--- config.mk ---
export PLATFORM = sky130hd
export DESIGN_NAME = adder_rr_arbiter
export DESIGN_NICKNAME = d
export VERILOG_FILES = /design/src/rtl/adder_arb_pkg.sv /design/src/rtl/adder_rr_arbiter_rr_arbiter.sv /design/src/rtl/adder_rr_arbiter.sv
export SDC_FILE = /design/constraint.sdc
export NUM_CORES = 1
export LEC_CHECK = 0
export CORE_MARGIN = 4
export CORE_UTILIZATION = 30
export DETAILED_ROUTE_END_ITERATION = 10
export PLACE_DENSITY = 0.7
export RECOVER_POWER = 50
export SLEW_MARGIN = 30
export SYNTH_ARGS = -nofsm -noshare
export SYNTH_HDL_FRONTEND = slang
export SYNTH_SLANG_ARGS = --single-unit
--- constraint.sdc ---
create_clock -name clk -period 8.1 [get_ports clk]
set_clock_uncertainty 0.2 [all_clocks]
set_input_delay 1.215 -clock clk [delete_from_list [all_inputs] [get_ports clk]]
set_output_delay 1.215 -clock clk [all_outputs]
set_load 0.05 [all_outputs]
--- src/rtl/adder_arb_pkg.sv ---
// Shared types and defaults for the round-robin shared-adder block.
package adder_arb_pkg;

    localparam int unsigned DEF_NUM_REQ = 4;
    localparam int unsigned DEF_DATA_W  = 16;
    localparam int unsigned DEF_ID_W    = 2;

    typedef enum logic {
        ST_EMPTY = 1'b0,
        ST_FULL  = 1'b1
    } state_e;

    // Ceiling log2, used to validate that ID_W can encode every requester.
    function automatic int unsigned clog2(input int unsigned val);
        int unsigned res;
        int unsigned x;
        res = 0;
        x   = (val > 0) ? val - 1 : 0;
        while (x > 0) begin
            res = res + 1;
            x   = x >> 1;
        end
        return res;
    endfunction

endpackage

--- src/rtl/adder_rr_arbiter_rr_arbiter.sv ---
// Combinational round-robin picker: first set request at or above ptr_i, wrapping.
module rr_arbiter
    import adder_arb_pkg::*;
#(
    parameter int unsigned N     = DEF_NUM_REQ,
    parameter int unsigned IDX_W = DEF_ID_W
) (
    input  logic [N-1:0]     req_i,
    input  logic [IDX_W-1:0] ptr_i,
    output logic [N-1:0]     grant_o,
    output logic [IDX_W-1:0] idx_o,
    output logic             valid_o
);

    int unsigned cand;

    always_comb begin
        grant_o = '0;
        idx_o   = '0;
        valid_o = 1'b0;
        cand    = 0;
        for (int unsigned off = 0; off < N; off++) begin
            cand = (32'(ptr_i) + off) % N;
            for (int unsigned i = 0; i < N; i++) begin
                if (!valid_o && (i == cand) && req_i[i]) begin
                    valid_o    = 1'b1;
                    grant_o[i] = 1'b1;
                    idx_o      = IDX_W'(i);
                end
            end
        end
    end

endmodule

--- src/rtl/adder_rr_arbiter.sv ---
// Round-robin shared registered adder with valid/ready request and response ports.
// Define ADDER_RR_ARBITER_SAT_EN to clamp sums to the DATA_W range.
module adder_rr_arbiter
    import adder_arb_pkg::*;
#(
    parameter int unsigned NUM_REQ = DEF_NUM_REQ,
    parameter int unsigned DATA_W  = DEF_DATA_W,
    parameter int unsigned ID_W    = DEF_ID_W
) (
    input  logic                      clk,
    input  logic                      rst_n,
    input  logic [NUM_REQ-1:0]        req_valid,
    output logic [NUM_REQ-1:0]        req_ready,
    input  logic [NUM_REQ*DATA_W-1:0] req_a,
    input  logic [NUM_REQ*DATA_W-1:0] req_b,
    output logic                      rsp_valid,
    input  logic                      rsp_ready,
    output logic [DATA_W:0]           rsp_sum,
    output logic [ID_W-1:0]           rsp_id
);

    if ((NUM_REQ < 2) || (clog2(NUM_REQ) > ID_W)) begin : g_bad_cfg
        $error("adder_rr_arbiter: ID_W too narrow for NUM_REQ or NUM_REQ < 2");
    end

    state_e              state_q;
    logic [ID_W-1:0]     rr_ptr_q;
    logic [ID_W-1:0]     rr_ptr_d;
    logic                rsp_valid_q;
    logic [DATA_W:0]     rsp_sum_q;
    logic [ID_W-1:0]     rsp_id_q;

    logic                slot_free;
    logic [NUM_REQ-1:0]  grant;
    logic [ID_W-1:0]     grant_idx;
    logic                grant_any;
    logic                xfer;
    logic [DATA_W-1:0]   a_sel;
    logic [DATA_W-1:0]   b_sel;
    logic [DATA_W:0]     sum_raw;
    logic [DATA_W:0]     sum_d;

    rr_arbiter #(
        .N     (NUM_REQ),
        .IDX_W (ID_W)
    ) u_rr (
        .req_i   (req_valid),
        .ptr_i   (rr_ptr_q),
        .grant_o (grant),
        .idx_o   (grant_idx),
        .valid_o (grant_any)
    );

    // Pass-through drain lets a new winner load while the old result leaves.
    assign slot_free = (state_q == ST_EMPTY) | (rsp_valid_q & rsp_ready);
    assign req_ready = (rst_n && slot_free && grant_any) ? grant : '0;
    assign xfer      = |(req_valid & req_ready);

    always_comb begin
        a_sel = '0;
        b_sel = '0;
        for (int unsigned i = 0; i < NUM_REQ; i++) begin
            if (grant[i]) begin
                a_sel = a_sel | req_a[i*DATA_W +: DATA_W];
                b_sel = b_sel | req_b[i*DATA_W +: DATA_W];
            end
        end
    end

    assign sum_raw = {1'b0, a_sel} + {1'b0, b_sel};

`ifdef ADDER_RR_ARBITER_SAT_EN
    assign sum_d = sum_raw[DATA_W] ? {1'b0, {DATA_W{1'b1}}} : sum_raw;
`else
    assign sum_d = sum_raw;
`endif

    assign rr_ptr_d = (grant_idx == ID_W'(NUM_REQ - 1)) ? '0 : grant_idx + ID_W'(1);

    always_ff @(posedge clk) begin
        if (!rst_n) begin
            state_q     <= ST_EMPTY;
            rr_ptr_q    <= '0;
            rsp_valid_q <= 1'b0;
            rsp_sum_q   <= '0;
            rsp_id_q    <= '0;
        end else if (xfer) begin
            state_q     <= ST_FULL;
            rr_ptr_q    <= rr_ptr_d;
            rsp_valid_q <= 1'b1;
            rsp_sum_q   <= sum_d;
            rsp_id_q    <= grant_idx;
        end else begin
            case (state_q)
                ST_FULL: begin
                    if (rsp_ready) begin
                        state_q     <= ST_EMPTY;
                        rsp_valid_q <= 1'b0;
                    end
                end
                default: ;
            endcase
        end
    end

    assign rsp_valid = rsp_valid_q;
    assign rsp_sum   = rsp_sum_q;
    assign rsp_id    = rsp_id_q;

endmodule

==> flow_summary.yaml, run 1 <==
outcome:
  outcome: "finished, final reports clean"
synth:
  postSynthCellCount: 313
  synthTopCellsByCount: "77 x nand2_1, 30 x a222oi_1, 23 x dfxtp_1"
  synthAdderAreaFrac: 0.09519
  synth-simple-area-share: 0.2742
  synth_ff_type: "dfxtp_1"
  yosysSeqAreaShare: 0.1990
  synth_area_leaders: "dfxtp_1 20%, a222oi_1 13%, nand2_1 12%"
  synth_xor_area_frac: 0.02650
  syn_avg_cell_area_um2: 7.391
  synth_cell_types: 58
  synth-seq-cells: 23
  synth_compound_area_frac: 0.3348
  synth_edf_count: 0
  synth_top_family_by_area: "compound AO/OA/AOI/OAI gates"
  postSynth.asyncResetShare: 0
  yosysWarnings: 0
  synthMuxAreaShare: 0.004327
  syn_nets: 465
  synth_top_area_frac: 0.1990
  yosysMostFrequentCell: "nand2_1"
  synth_area_leader_cell: "dfxtp_1"
  syn-cell-area_um2: 2313
timing:
  rsz0062_at_grt: "no"
  finalCritPeriodShare: 0.6667
  hold_slack_ns: 0.2513
  slew_headroom: 0.4052
  tightest_slew_ns: 0.8922
  report.final.hold_viol_count: 0
  setup_viol_count_final: 0
  period_minus_slack_ns: 5.400
  finalSetupTns_ns: 0
  slew_viol_final: 0
  max_freq_mhz: 185.2
floorplan:
  die_area_um2: 9181
  die_height_um: 95.82
  pin_count: 159
  core_um2: 7370
  chipWidth_um: 95.82
  start_util: 0.3139
  num_rows: 31
clock_tree:
  htreeDepth: 1
  cts_resized: 0
  cts_root_buf: "clkbuf_8"
  clkTransAtPathRegs_ns: 0.08
  cts_setup_buffers: 0
  cts_tree: "yes"
  clockBufferDepth: 2
  cts.sinks: 23
  insertion_delay_ns: 0.27
  cts_buffers: 3
  ctsHoldBuffers: 0
setup_path:
  cp_max_fo: 23
  worstPathCellList: "dlygate4sd3_1 > nor2_1 > a21oi_1 > o22ai_1 > and2_1 > buf_4 > and3_1 > clkdlybuf4s50_1"
  ff2ff_setup_slack_ns: 4.02
  rr_endpoint: "rsp_sum[12]"
  endpoint_kind: "output port"
  cp_data_required_time_ns: 6.68
  start_kind: "input port"
  critPathSlowestCell: "clkdlybuf4s50_1"
  endpoint: "req_ready[2]"
  r2r_cells: 16
  cp-startpoint: "req_valid[0]"
  r2r-start: "rr_ptr_q[0]"
  max_stage_delay_ns: 0.80
  arrival_ns: 3.99
  worstSetupPathType: "input port to output port"
routing:
  wirelength_mm: 9.178
  drtPass1Iterations: 8
  ant_nets: 0
  drt_iter0_markers: 215
  drc_errors: 0
  vias: 3002
  viasPerCell: 5.399
  wire_per_inst_um: 16.51
global_route:
  grt_pass1_wl_mm: 13.46
  grt_max_degree: 34
  grt_overflow: 0
  antenna_found_initial: 0
  grt_pass1_vias: 2879
  grt.total_usage: 0.1851
min_path:
  hold_start: "rsp_sum[7]"
  hold_path_class: "register to register"
finish:
  multi_input_area_um2: 1694
  fillers: 736
  num_antenna_cells: 0
  synthToLayoutAreaGrowth_pct: 71.07
  drive_gt1_frac: 0.03501
  final_util: 0.5370
  seq_area_um2: 460.4
  fin_nets: 610
power:
  p_per_area_nw_per_um2: 182.0
  leakagePower_uw: 0.001634
  ir_drop_mv: 0.06312
  total_power_uw: 720.4
placement:
  io_buffers: 158
  dp_hpwl_mm: 7.461
  place.gp.congestion: 0.8657
job:
  cap_violations: 0
==> cells in the final DEF, fill, tap and decap left out, drive strengths merged, types with 4 or more instances in the layout <==
cell,synthesis,final
a211oi,6,6
a21oi,23,23
a222oi,30,30
and3,6,6
clkdlybuf4s50,0,136
dfxtp,23,23
dlygate4sd3,0,22
ha,16,16
inv,7,7
nand2,78,78
nand2b,7,7
nand3,13,13
nor2,15,15
nor3,4,4
o21ai,11,11
or3,5,5
xnor2,6,6
==> per-stage QoR <==
stage,worst slack [ns],area (um2),std cells
finish,2.700,3958,556
global route,2.562,3958,556
CTS,2.794,3964,556
detailed placement,2.687,3915,552
global placement,2.867,3915,552
floorplan,4.049,2313,313
==> worst max-delay path: cells and delay by family <==
family | cells | cell delay [ns]
buf+inv | 3 | 1.77
simple gates | 3 | 0.84
compound gates | 2 | 0.16
==> where the power goes <==
group          switching [uW]  total (uW)  internal [uW]
clock network            39.6        74.5           34.8
logic                     282         491            208
registers                14.7         155            141
total                     336         720            384
==> cells by family (layout without fill, tap and decap cells) <==
| family | after synthesis | after routing |
|---|---|---|
| simple gates | 138 | 138 |
| compound gates | 99 | 99 |
| buf+inv | 28 | 172 |
| flops | 23 | 23 |
| fa+ha+maj | 17 | 17 |
| xor+xnor | 7 | 7 |
| mux | 1 | 1 |
==> worst min path at each step <==
| stage | end | slack [ns] | cells after the start |
|---|---|---|---|
| 2_1_floorplan | state_q | 0.30 | 2 |
| 3_3_place_gp | rsp_id[1] | 0.24 | 2 |
| 3_5_place_dp | rsp_sum[7] | 0.25 | 2 |
| 4_1_cts | rsp_sum[7] | 0.26 | 2 |
| 5_1_grt | rsp_id[1] | 0.27 | 2 |
| 6_report | rsp_sum[7] | 0.25 | 2 |
==> per-layer routing <==
metal | up-vias | track usage | share of wire
li1 | 1490 | - | -
met1 | 1339 | 0.2336 | 0.40
met2 | 167 | 0.3248 | 0.49
met3 | 6 | 0.04144 | 0.10
met4 | 0 | 0.03199 | 0.0063
met5 | - | 0 | 0
==> cell type report <==
type / count / share of cell area
clock inverters: 1 / 0.001897
inverters: 7 / 0.006639
well taps: 99 / 0.03130
repair buffers: 161 / 0.4053
flip-flops and latches: 23 / 0.1163
multi-input cells: 262 / 0.4281
clock buffers: 3 / 0.01043
==> sequential cells by signal, indices dropped and copies added (netlist names) <==
register / cells
rr_ptr_q: 2
rsp_id: 2
rsp_sum: 17
rsp_valid: 1
state_q: 1
Power figures use the tool's default switching activity.
==> inputs of run 2 (changes only) <==
--- a/config.mk
+++ b/config.mk
@@ -8,7 +8,7 @@
 export CORE_MARGIN = 4
 export CORE_UTILIZATION = 30
 export DETAILED_ROUTE_END_ITERATION = 10
-export PLACE_DENSITY = 0.7
+export PLACE_DENSITY = 0.73
 export RECOVER_POWER = 50
 export SLEW_MARGIN = 30
 export SYNTH_ARGS = -nofsm -noshare
==> constraint.sdc (replaced) <==
create_clock -name clk -period 4.5 [get_ports clk]
set_clock_uncertainty 0.2 [all_clocks]
set_input_delay 0.675 -clock clk [delete_from_list [all_inputs] [get_ports clk]]
set_output_delay 0.675 -clock clk [all_outputs]
set_load 0.05 [all_outputs]
==> run 2 against run 1 <==
Compared with the run above: utilization rose by 0.90 points; sequential cell count did not move; sequential power rose by 81%; cell count rose by 1.3%; design area rose by 1.7%; die area did not move; via count rose by 1.8%; critical path depth rose by 7; clock power rose by 69%; combinational power rose by 82%; largest cell class unchanged.
==> flow_summary.yaml, run 2 (same netlist as run 1, synthesis figures left out) <==
outcome:
  outcome: "finished, final reports clean"
clock_tree:
  cts.sinks: 23
  htreeDepth: 1
  cts_resized: 0
  cts_root_buf: "clkbuf_8"
  ctsHoldBuffers: 0
  insertion_delay_ns: 0.26
  cts_tree: "yes"
  clkTransAtPathRegs_ns: 0.08
  clockBufferDepth: 2
  cts_setup_buffers: 0
  cts_buffers: 3
global_route:
  antenna_found_initial: 0
  grt_max_degree: 27
  grt_overflow: 0
  grt.total_usage: 0.1889
  grt_pass1_wl_mm: 13.80
  grt_pass1_vias: 2946
placement:
  dp_hpwl_mm: 7.755
  dp_cells: 559
  place.gp.congestion: 0.8716
  pre_cts_ws_ns: 0.1674
  io_buffers: 158
floorplan:
  start_util: 0.3139
  num_rows: 31
  core_um2: 7370
  die_area_um2: 9181
  chipWidth_um: 95.82
  die_height_um: 95.82
  pin_count: 159
setup_path:
  cp_data_required_time_ns: 4.45
  cp_max_fo: 10
  worstPathCellList: "dlygate4sd3_1 > nor2_1 > o221a_1 > buf_4 > a222oi_1 > nand2_1 > ha_1 > inv_1 > fa_1 > nand2b_1 > a21oi_1 > a21oi_1 > a32oi_1 > xnor2_1 > o21ai_1"
  endpoint_kind: "register"
  worstSetupPathType: "input port to register"
  arrival_ns: 4.14
  max_stage_delay_ns: 0.62
  critPathSlowestCell: "dlygate4sd3_1"
  start_kind: "input port"
  cpMostUsedCell: "a21oi_1"
power:
  clock_power_share: 0.097
  p_comb_frac: 0.687
  p_int_uw: 701.7
  leakagePower_uw: 0.001683
  p_sw_uw: 599.3
  total_power_uw: 1301
  power.share.switching: 0.4607
  ir_drop_mv: 0.1204
  seqPwrFrac: 0.216
  p_per_area_nw_per_um2: 323.3
routing:
  drtPass1Iterations: 6
  drt_iter0_markers: 237
  wirelength_mm: 9.336
  viasPerCell: 5.428
  wire_per_inst_um: 16.58
  ant_nets: 0
  vias: 3056
  drc_errors: 0
min_path:
  hold_path_class: "register to register"
finish:
  largest_reg_flops: 17
  drive_gt1_frac: 0.05388
  mostFrequentLayoutCell: "clkdlybuf4s50_1"
  stdcell_count: 563
  fillers: 710
  final_util: 0.5460
  layout_common_cells: "134 x clkdlybuf4s50_1, 77 x nand2_1, 30 x a222oi_1"
  synthToLayoutAreaGrowth_pct: 73.93
  num_antenna_cells: 0
  fin_nets: 617
timing:
  finalWorstSetupSlack_ns: 0.3146
  slew_headroom: 0.4445
  max_freq_mhz: 238.9
  setup_viol_count_final: 0
  finalCritPeriodShare: 0.9301
  finalSetupTns_ns: 0
  rsz0062_at_grt: "no"
  report.final.hold_viol_count: 0
  tightest_slew_ns: 0.8333
  period_minus_slack_ns: 4.185
  slew_viol_final: 0
job:
  cap_violations: 0
run 2: cell types whose count changed in the layout (fill, tap and decap cells not counted):
cell,previous run,this run
clkinvlp_4,1,0
dlygate4sd3_1,22,21
buf_12,0,2
clkdlybuf4s50_1,136,134
buf_4,3,11
clkbuf_1,0,1
run 2: final timing paths:
| path | startpoint | end | slack [ns] | cells past startpoint |
|---|---|---|---|---|
| setup / recovery | req_valid[0] | rsp_sum[14] | 0.31 | 15 |
| hold / removal | rsp_id[1] | rsp_id[1] | 0.25 | 2 |
| setup reg to reg | rr_ptr_q[0] | rsp_sum[8] | 0.95 | 16 |
| hold reg to reg | rsp_id[1] | rsp_id[1] | 0.25 | 2 |
run 2: critical path, delay by kind of cell:
kind	cells	cell delay, ns
compound gates	6	1.32
buf+inv	3	0.94
fa+ha+maj	2	0.59
simple gates	3	0.45
xor+xnor	1	0.16
run 2: area by class of cell:
cell class,instances,area (um2),share of cell area
clock buffers,4,45.04,0.01119
inverters,7,26.28,0.006530
multi-input cells,262,1694,0.4210
flip-flops and latches,23,460.4,0.1144
well taps,99,123.9,0.03078
repair buffers,168,1674,0.4160
run 2: power groups by stage:
stage          Sequential, uW  Combinational (uW)  Clock [uW]
2_1_floorplan             443                 430           0
3_3_place_gp              287                 896           0
3_5_place_dp              289                 905           0
4_1_cts                   284                 909         129
5_1_grt                   287                 967         138
6_report                  281                 894         126
run 2: stage by stage:
stage | hold WS (ns) | area (um2)
2_1_floorplan | 0.2995 | 2313
3_3_place_gp | 0.2396 | 3985
3_5_place_dp | 0.2442 | 3985
4_1_cts | 0.2558 | 4030
5_1_grt | 0.2802 | 4024
6_report | 0.2496 | 4024
run 2: metal layers:
| metal | routed length, um | GRT usage | up-vias |
|---|---|---|---|
| li1 | - | - | 1502 |
| met1 | 3817 | 0.2367 | 1378 |
| met5 | 0 | 0 | - |
| met4 | 198 | 0.05806 | 0 |
| met3 | 964 | 0.04613 | 12 |
| met2 | 4355 | 0.3185 | 164 |
